`src/rtl/multicycle_controller.sv`:
```
// Multi-cycle RV32I control sequencer: FETCH/DECODE/EXEC/MEM/WB with configurable memory
// latency, IO-region decode, ecall IO handshake, sticky halt/trap and a retired counter.
module multicycle_controller #(
    parameter int                      IO_HIGH_BITS = 22,
    parameter logic [IO_HIGH_BITS-1:0] IO_PREFIX    = 22'h3FFFFE,
    parameter int                      MEM_WAIT     = 1,
    parameter int                      CNT_W        = 32
) (
    input  logic                    clk,
    input  logic                    rst,
    input  logic [31:0]             inst,
    input  logic [IO_HIGH_BITS-1:0] alu_result_high,
    input  logic                    io_ack,
    output logic                    ir_write,
    output logic                    pc_write,
    output logic                    reg_write,
    output logic                    mem_read,
    output logic                    mem_write,
    output logic                    io_read,
    output logic                    io_write,
    output logic                    mem_or_io_to_reg,
    output logic                    alu_src,
    output logic                    jal,
    output logic                    jr,
    output logic                    branch,
    output logic [2:0]              alu_op,
    output logic                    io_req,
    output logic                    halted,
    output logic                    illegal,
    output logic [2:0]              state,
    output logic [CNT_W-1:0]        retired
);

    typedef enum logic [2:0] {
        S_FETCH = 3'd0, S_DECODE = 3'd1, S_EXEC = 3'd2, S_MEM  = 3'd3,
        S_WB    = 3'd4, S_ECALL  = 3'd5, S_HALT = 3'd6, S_TRAP = 3'd7
    } state_t;

    typedef enum logic [3:0] {
        C_R = 4'd0, C_I = 4'd1, C_LOAD = 4'd2, C_STORE = 4'd3, C_BRANCH = 4'd4, C_JAL = 4'd5,
        C_JALR = 4'd6, C_LUI = 4'd7, C_AUIPC = 4'd8, C_SYS = 4'd9, C_BAD = 4'd10
    } class_t;

    localparam logic [2:0] WAIT_LAST = 3'(MEM_WAIT);

    function automatic class_t decode_class(input logic [6:0] opcode);
        case (opcode)
            7'b0110011: decode_class = C_R;
            7'b0010011: decode_class = C_I;
            7'b0000011: decode_class = C_LOAD;
            7'b0100011: decode_class = C_STORE;
            7'b1100011: decode_class = C_BRANCH;
            7'b1101111: decode_class = C_JAL;
            7'b1100111: decode_class = C_JALR;
            7'b0110111: decode_class = C_LUI;
            7'b0010111: decode_class = C_AUIPC;
            7'b1110011: decode_class = C_SYS;
            default:    decode_class = C_BAD;
        endcase
    endfunction

    state_t           state_r, state_nxt_s;
    logic [2:0]       wait_r;
    class_t           class_r;
    logic             is_io_r;
    logic [CNT_W-1:0] retired_r;

    logic   wait_done_s, is_sys_s, is_ebreak_s, unused_inst_s;
    class_t dec_class_s;
    logic   ir_write_s, pc_write_s, reg_write_s, mem_read_s, mem_write_s, io_read_s, io_write_s;
    logic   m2r_s, alu_src_s, jal_s, jr_s, branch_s, io_req_s, halted_s, illegal_s;
    logic [2:0] alu_op_s;

    assign wait_done_s   = (wait_r == WAIT_LAST);
    assign dec_class_s   = decode_class(inst[6:0]);
    assign is_sys_s      = (inst[6:0] == 7'b1110011);
    assign is_ebreak_s   = is_sys_s && (inst[31:20] == 12'd1);
    assign unused_inst_s = ^inst[19:7];

    // State register
    always_ff @(posedge clk) begin
        if (rst) state_r <= S_FETCH;
        else     state_r <= state_nxt_s;
    end

    // Wait counter restarts on every state change, so FETCH and MEM always begin at zero
    always_ff @(posedge clk) begin
        if (rst)                                            wait_r <= 3'd0;
        else if (state_nxt_s != state_r)                    wait_r <= 3'd0;
        else if ((state_r == S_FETCH) || (state_r == S_MEM)) wait_r <= wait_r + 3'd1;
        else                                                wait_r <= wait_r;
    end

    // Instruction class captured in DECODE, IO-region flag captured in EXEC
    always_ff @(posedge clk) begin
        if (rst) begin
            class_r <= C_R;
            is_io_r <= 1'b0;
        end else begin
            class_r <= (state_r == S_DECODE) ? dec_class_s : class_r;
            is_io_r <= (state_r == S_EXEC) ? (alu_result_high == IO_PREFIX) : is_io_r;
        end
    end

    // Retired-instruction counter: one count per pc_write, wrapping naturally
    always_ff @(posedge clk) begin
        if (rst)             retired_r <= '0;
        else if (pc_write_s) retired_r <= retired_r + {{(CNT_W-1){1'b0}}, 1'b1};
        else                 retired_r <= retired_r;
    end

    // Next-state logic
    always_comb begin
        state_nxt_s = state_r;
        case (state_r)
            S_FETCH:  state_nxt_s = wait_done_s ? S_DECODE : S_FETCH;
            S_DECODE: begin
                if (is_ebreak_s)                state_nxt_s = S_HALT;
                else if (is_sys_s)              state_nxt_s = S_ECALL;
                else if (dec_class_s == C_BAD)  state_nxt_s = S_TRAP;
                else                            state_nxt_s = S_EXEC;
            end
            S_EXEC: begin
                case (class_r)
                    C_BRANCH:        state_nxt_s = S_FETCH;
                    C_LOAD, C_STORE: state_nxt_s = S_MEM;
                    default:         state_nxt_s = S_WB;
                endcase
            end
            S_MEM: begin
                if (!wait_done_s)            state_nxt_s = S_MEM;
                else if (class_r == C_STORE) state_nxt_s = S_FETCH;
                else                         state_nxt_s = S_WB;
            end
            S_WB:     state_nxt_s = S_FETCH;
            S_ECALL:  state_nxt_s = io_ack ? S_FETCH : S_ECALL;
            S_HALT:   state_nxt_s = S_HALT;
            S_TRAP:   state_nxt_s = S_TRAP;
            default:  state_nxt_s = S_FETCH;
        endcase
    end

    // Output decode; rst silences every strobe immediately so an aborted access issues nothing
    always_comb begin
        ir_write_s = 1'b0; pc_write_s = 1'b0; reg_write_s = 1'b0; mem_read_s = 1'b0;
        mem_write_s = 1'b0; io_read_s = 1'b0; io_write_s = 1'b0; m2r_s = 1'b0;
        alu_src_s = 1'b0; jal_s = 1'b0; jr_s = 1'b0; branch_s = 1'b0; alu_op_s = 3'b000;
        io_req_s = 1'b0; halted_s = 1'b0; illegal_s = 1'b0;
        if (rst) begin
            pc_write_s = 1'b0;
        end else begin
            case (state_r)
                S_FETCH: ir_write_s = wait_done_s;
                S_EXEC: begin
                    alu_src_s = (class_r inside {C_I, C_LOAD, C_STORE, C_JAL, C_JALR, C_LUI, C_AUIPC});
                    case (class_r)
                        C_R, C_I: alu_op_s = 3'b010;
                        C_BRANCH: alu_op_s = 3'b001;
                        C_LUI:    alu_op_s = 3'b011;
                        C_AUIPC:  alu_op_s = 3'b110;
                        default:  alu_op_s = 3'b000;
                    endcase
                    branch_s   = (class_r == C_BRANCH);
                    pc_write_s = (class_r == C_BRANCH);
                end
                S_MEM: begin
                    mem_read_s  = (class_r == C_LOAD)  && !is_io_r;
                    io_read_s   = (class_r == C_LOAD)  &&  is_io_r;
                    mem_write_s = (class_r == C_STORE) && !is_io_r;
                    io_write_s  = (class_r == C_STORE) &&  is_io_r;
                    pc_write_s  = (class_r == C_STORE) && wait_done_s;
                end
                S_WB: begin
                    reg_write_s = 1'b1;
                    pc_write_s  = 1'b1;
                    m2r_s       = (class_r == C_LOAD);
                    jal_s       = (class_r == C_JAL) || (class_r == C_JALR);
                    jr_s        = (class_r == C_JALR);
                end
                S_ECALL: begin
                    io_write_s = 1'b1;
                    io_req_s   = 1'b1;
                    alu_op_s   = 3'b100;
                    alu_src_s  = 1'b1;
                    pc_write_s = io_ack;
                end
                S_HALT:  halted_s  = 1'b1;
                S_TRAP:  illegal_s = 1'b1;
                default: ir_write_s = 1'b0;
            endcase
        end
    end

    assign ir_write = ir_write_s;   assign pc_write = pc_write_s;   assign reg_write = reg_write_s;
    assign mem_read = mem_read_s;   assign mem_write = mem_write_s; assign io_read = io_read_s;
    assign io_write = io_write_s;   assign mem_or_io_to_reg = m2r_s; assign alu_src = alu_src_s;
    assign jal = jal_s;             assign jr = jr_s;               assign branch = branch_s;
    assign alu_op = alu_op_s;       assign io_req = io_req_s;       assign halted = halted_s;
    assign illegal = illegal_s;     assign state = state_r;         assign retired = retired_r;

endmodule

```
`config.mk`:
```
export PLATFORM = sky130hd
export DESIGN_NAME = multicycle_controller
export DESIGN_NICKNAME = d
export VERILOG_FILES = /design/src/rtl/multicycle_controller.sv
export SDC_FILE = /design/constraint.sdc
export NUM_CORES = 1
export LEC_CHECK = 0
export BUFFER_PORTS_ARGS = -buffer_cell sky130_fd_sc_hd__buf_2
export CAP_MARGIN = 15
export CELL_PAD_IN_SITES_DETAIL_PLACEMENT = 1
export CELL_PAD_IN_SITES_GLOBAL_PLACEMENT = 1
export CORE_MARGIN = 2
export CORE_UTILIZATION = 37
export CTS_CLUSTER_SIZE = 20
export DETAILED_ROUTE_END_ITERATION = 7
export PLACE_DENSITY_LB_ADDON = 0.1
export SYNTH_ARGS = -nofsm -noshare
export SYNTH_HDL_FRONTEND = slang
export SYNTH_SLANG_ARGS = --single-unit
```
`constraint.sdc`:
```
create_clock -name clk -period 6.4 [get_ports clk]
set_input_delay 1.92 -clock clk [delete_from_list [all_inputs] [get_ports clk]]
set_output_delay 1.92 -clock clk [all_outputs]
set_load 0.05 [all_outputs]
```
==> impl_results.md <==
- Largest net degree at the start of global routing: 38
- Synthesis-stage register bit count: 43
- Post-synthesis sequential area ratio: 31.96%
- Slowest stage cell, crit path: or2_2
- Detailed Route WL: approximately 7700 um
- Drt drc: 0
- Crit end category: output port
- Total of max-cap violations: 0
- Root Buffer: clkbuf_8
- Core area: a little over 0.007 mm^2
- Final setup viols: 0
- Crit. Startpoint: rst
- Non-Filler Instances: between 500 and 600
- Setup TNS: 0 ns
- Critical Path End: alu_src
- Synth async-reset ratio: 0%
- WS Path Type: in2out
- VDD IR max: 0.1447 mV
- TritonCTS Sinks: between 40 and 50
- Vias in the first global route: between 2,000 and 3,000
- Wirelength per Cell: roughly 14 um
- Share of layout cells above drive strength 1: 26.16%
- Post-synth EDFFs: 0
- N_diodes: 0
- Synth Flop Type: dfxtp_1
- Chip width: 89.33 um
- Min-delay worst type: reg2reg
- Layout Nets: just under 500
- Period minus WS final: 4.954 ns
- Total power: between 0.7 and 0.8 mW
- Fillers: between 900 and 1,000
- Synthesized net count: approximately 410
- Slowest stage delay, CP: 0.33 ns
- CTS buffer count: 5
- Hold Fails Final Rpt: 0
- # resized after CTS: 0
- R2r endpoint: retired[31]
- Outcome: finished clean
- Initial antenna violation count: 0
- Post-DRT Antenna Nets: 0
- Worst slew pin tran: 0.8024 ns
- CTS tree: built
- Instance count of the mapped netlist: around 350
- Max Slew Vio Count: 0
- Via/cell ratio: around 5.4
- Total GRT Usage: 19.95%
- Area grow syn2layout: 22.85%
- RSZ-0062 raised after global routing: false
- Max Clock Skew: about 0.014 ns
- Req. time, crit path: roughly 4.5 ns
- Routed via count: around 2,900
- Placer Congestion: 0.7462
- CP Data Arrival Time: about 3.0 ns
- Initial Utilization: a little under two fifths
- Ys Warns: 0
- Bufs on Longest Clock Path: 2
- Drt pass-1 iters: 4
- Die height: between 80 and 90 um
- GRT overflow: 0
- First-pass GRT wire length: roughly 13,000 um
- Reg2reg start: state[0]
- R2R depth: 5
- CP Cell Sequence: buf_2 > nand2b_1 > or2_2 > o21ai_0 > buf_2
- Syn_area_per_cell: approximately 7.8 um^2
- CP Launch Type: input port
- Die area: approximately 0.0080 mm^2
- Reg2reg setup slack: ~3.6 ns
- Hpwl dp: 5849 um
- Post-route cell area: between 0.003 and 0.004 mm^2
- Cells after DPL: ~520
- # port buffers: 96
- Rel. slew slack: between 40 and 50%
- Final Cycle Share: between 70 and 80%
- H-tree depth: 2
- Boundary Pins: 110
- Syn Std Cell Area: between 0.002 and 0.003 mm^2
- Crit-path most repeated cell: buf_2
- Cell Area, Placed: 0.003217 mm^2
- Pwr dens: approximately 240 mW/mm^2
- Clock Latency Late Sink: roughly 0.30 ns
- Clk pin slew, worst setup/hold paths: around 0.090 ns
- Leak: around 1.3 nW
- Synth unique cells: 51
- FP Rows: 31
- Post-CTS Hold Fix Bufs: 0
- Starting DRT DRC Count: just over 60
- Final hold slack: ~0.5 ns
- Max frequency: 201.9 MHz
- Post-CTS Setup Inserts: 0
- CP max FO: 19
## metrics by stage
stage / utilization (%) / worst slack (ns)
4_1_cts: 46.37 / 1.429
2_1_floorplan: - / 0.5045
6_report: 46.37 / 1.446
3_5_place_dp: 45.07 / 1.436
3_3_place_gp: 45.07 / 1.450
5_1_grt: 46.37 / 1.394
## cells in the final DEF (no fill, tap or decap), types with 5 or more instances in the layout
cell,instances
inv_1,12
nor2b_1,10
nand3_1,11
nand2b_1,11
nand4_1,15
xor2_1,5
clkbuf_8,5
a211oi_1,9
buf_2,96
o21ai_0,16
nor2_1,35
xnor2_1,16
or4_1,9
o31ai_1,8
a2111oi_0,5
dfxtp_1,43
nor4_1,9
and2_1,5
nand2_1,30
a21oi_1,23
## synth_stat cells (3+ instances only)
cell,count,area share [%]
or4_1,9,2.5
o21a_1,3,0.84
and3_1,3,0.70
o31ai_1,8,2.2
xor2_1,5,1.6
nand3_1,11,2.0
and2_1,5,1.2
ha_1,3,1.4
nor2_1,35,4.9
or2_2,3,0.70
clkbuf_1,14,2.0
a21oi_1,23,4.3
nand4_1,15,3.5
dfxtp_1,43,32
nand2b_1,11,2.6
o21ai_0,16,3.0
nor2b_1,10,2.3
nor3_1,4,0.74
xnor2_1,16,5.2
mux2i_1,3,1.1
a211oi_1,9,2.5
inv_1,12,1.7
buf_1,3,0.42
nand2_1,30,4.2
a2111oi_0,5,1.6
nor4_1,9,2.1
and4_1,4,1.3
## power by group
part           internal [mW]  leakage [nW]  switching, mW  total [mW]
sequential             0.288         0.347         0.0509       0.339
combinational         0.0994         0.928          0.179       0.279
clock                 0.0782        0.0408          0.105       0.183
total                  0.465          1.32          0.335       0.800
## worst min path at each step
stage	slack [ns]	cells after the start	to	start
floorplan	0.50	1	wait_r[1]	wait_r[1]
global placement	0.47	2	retired[27]	retired[27]
detailed placement	0.49	2	retired[27]	retired[27]
CTS	0.50	2	retired[27]	retired[27]
global route	0.52	2	retired[20]	retired[20]
finish	0.50	2	retired[27]	retired[27]
## critical path: cells and delay by family
kind	cells	cell delay, ns
AND/OR/NAND/NOR	2	0.54
buffers and inverters	2	0.50
AO/OA/AOI/OAI	1	0.08
## state kept, by name, indices dropped and copies added (netlist names)
| register | flops |
|---|---|
| class_r | 4 |
| retired | 32 |
| state | 3 |
| wait_r | 3 |
| is_io_r | 1 |
## kinds of logic after synthesis
family	Yosys count	share of synthesized area (%)
and+or+nand+nor	162	33.35
xor gates and xnor gates	21	6.827
adders and majority gates	3	1.394
AOI/OAI and AO/OA	80	19.28
DFF	43	31.96
buffers and inverters	33	5.248
muxes	5	1.951
## area by class of cell
cell class,count,area [um^2],area share (%)
clock buffers,5,68.82,2.079
well taps,99,123.9,3.743
clock inverters,3,23.77,0.7183
inverters,12,45.04,1.361
flip-flops and latches,43,860.8,26.01
repair buffers,98,495.5,14.97
multi-input cells,271,1692,51.12
## routing by layer
metal / vias up / track usage [%] / part of all wire, %
li1: 1435 / - / -
met1: 1379 / 25.14 / 48
met2: 41 / 35.42 / 49
met3: 6 / 3.232 / 2.3
met4: 0 / 4.885 / 0.91
met5: - / 0 / 0
Note: power is estimated with default switching activity, not from simulation.
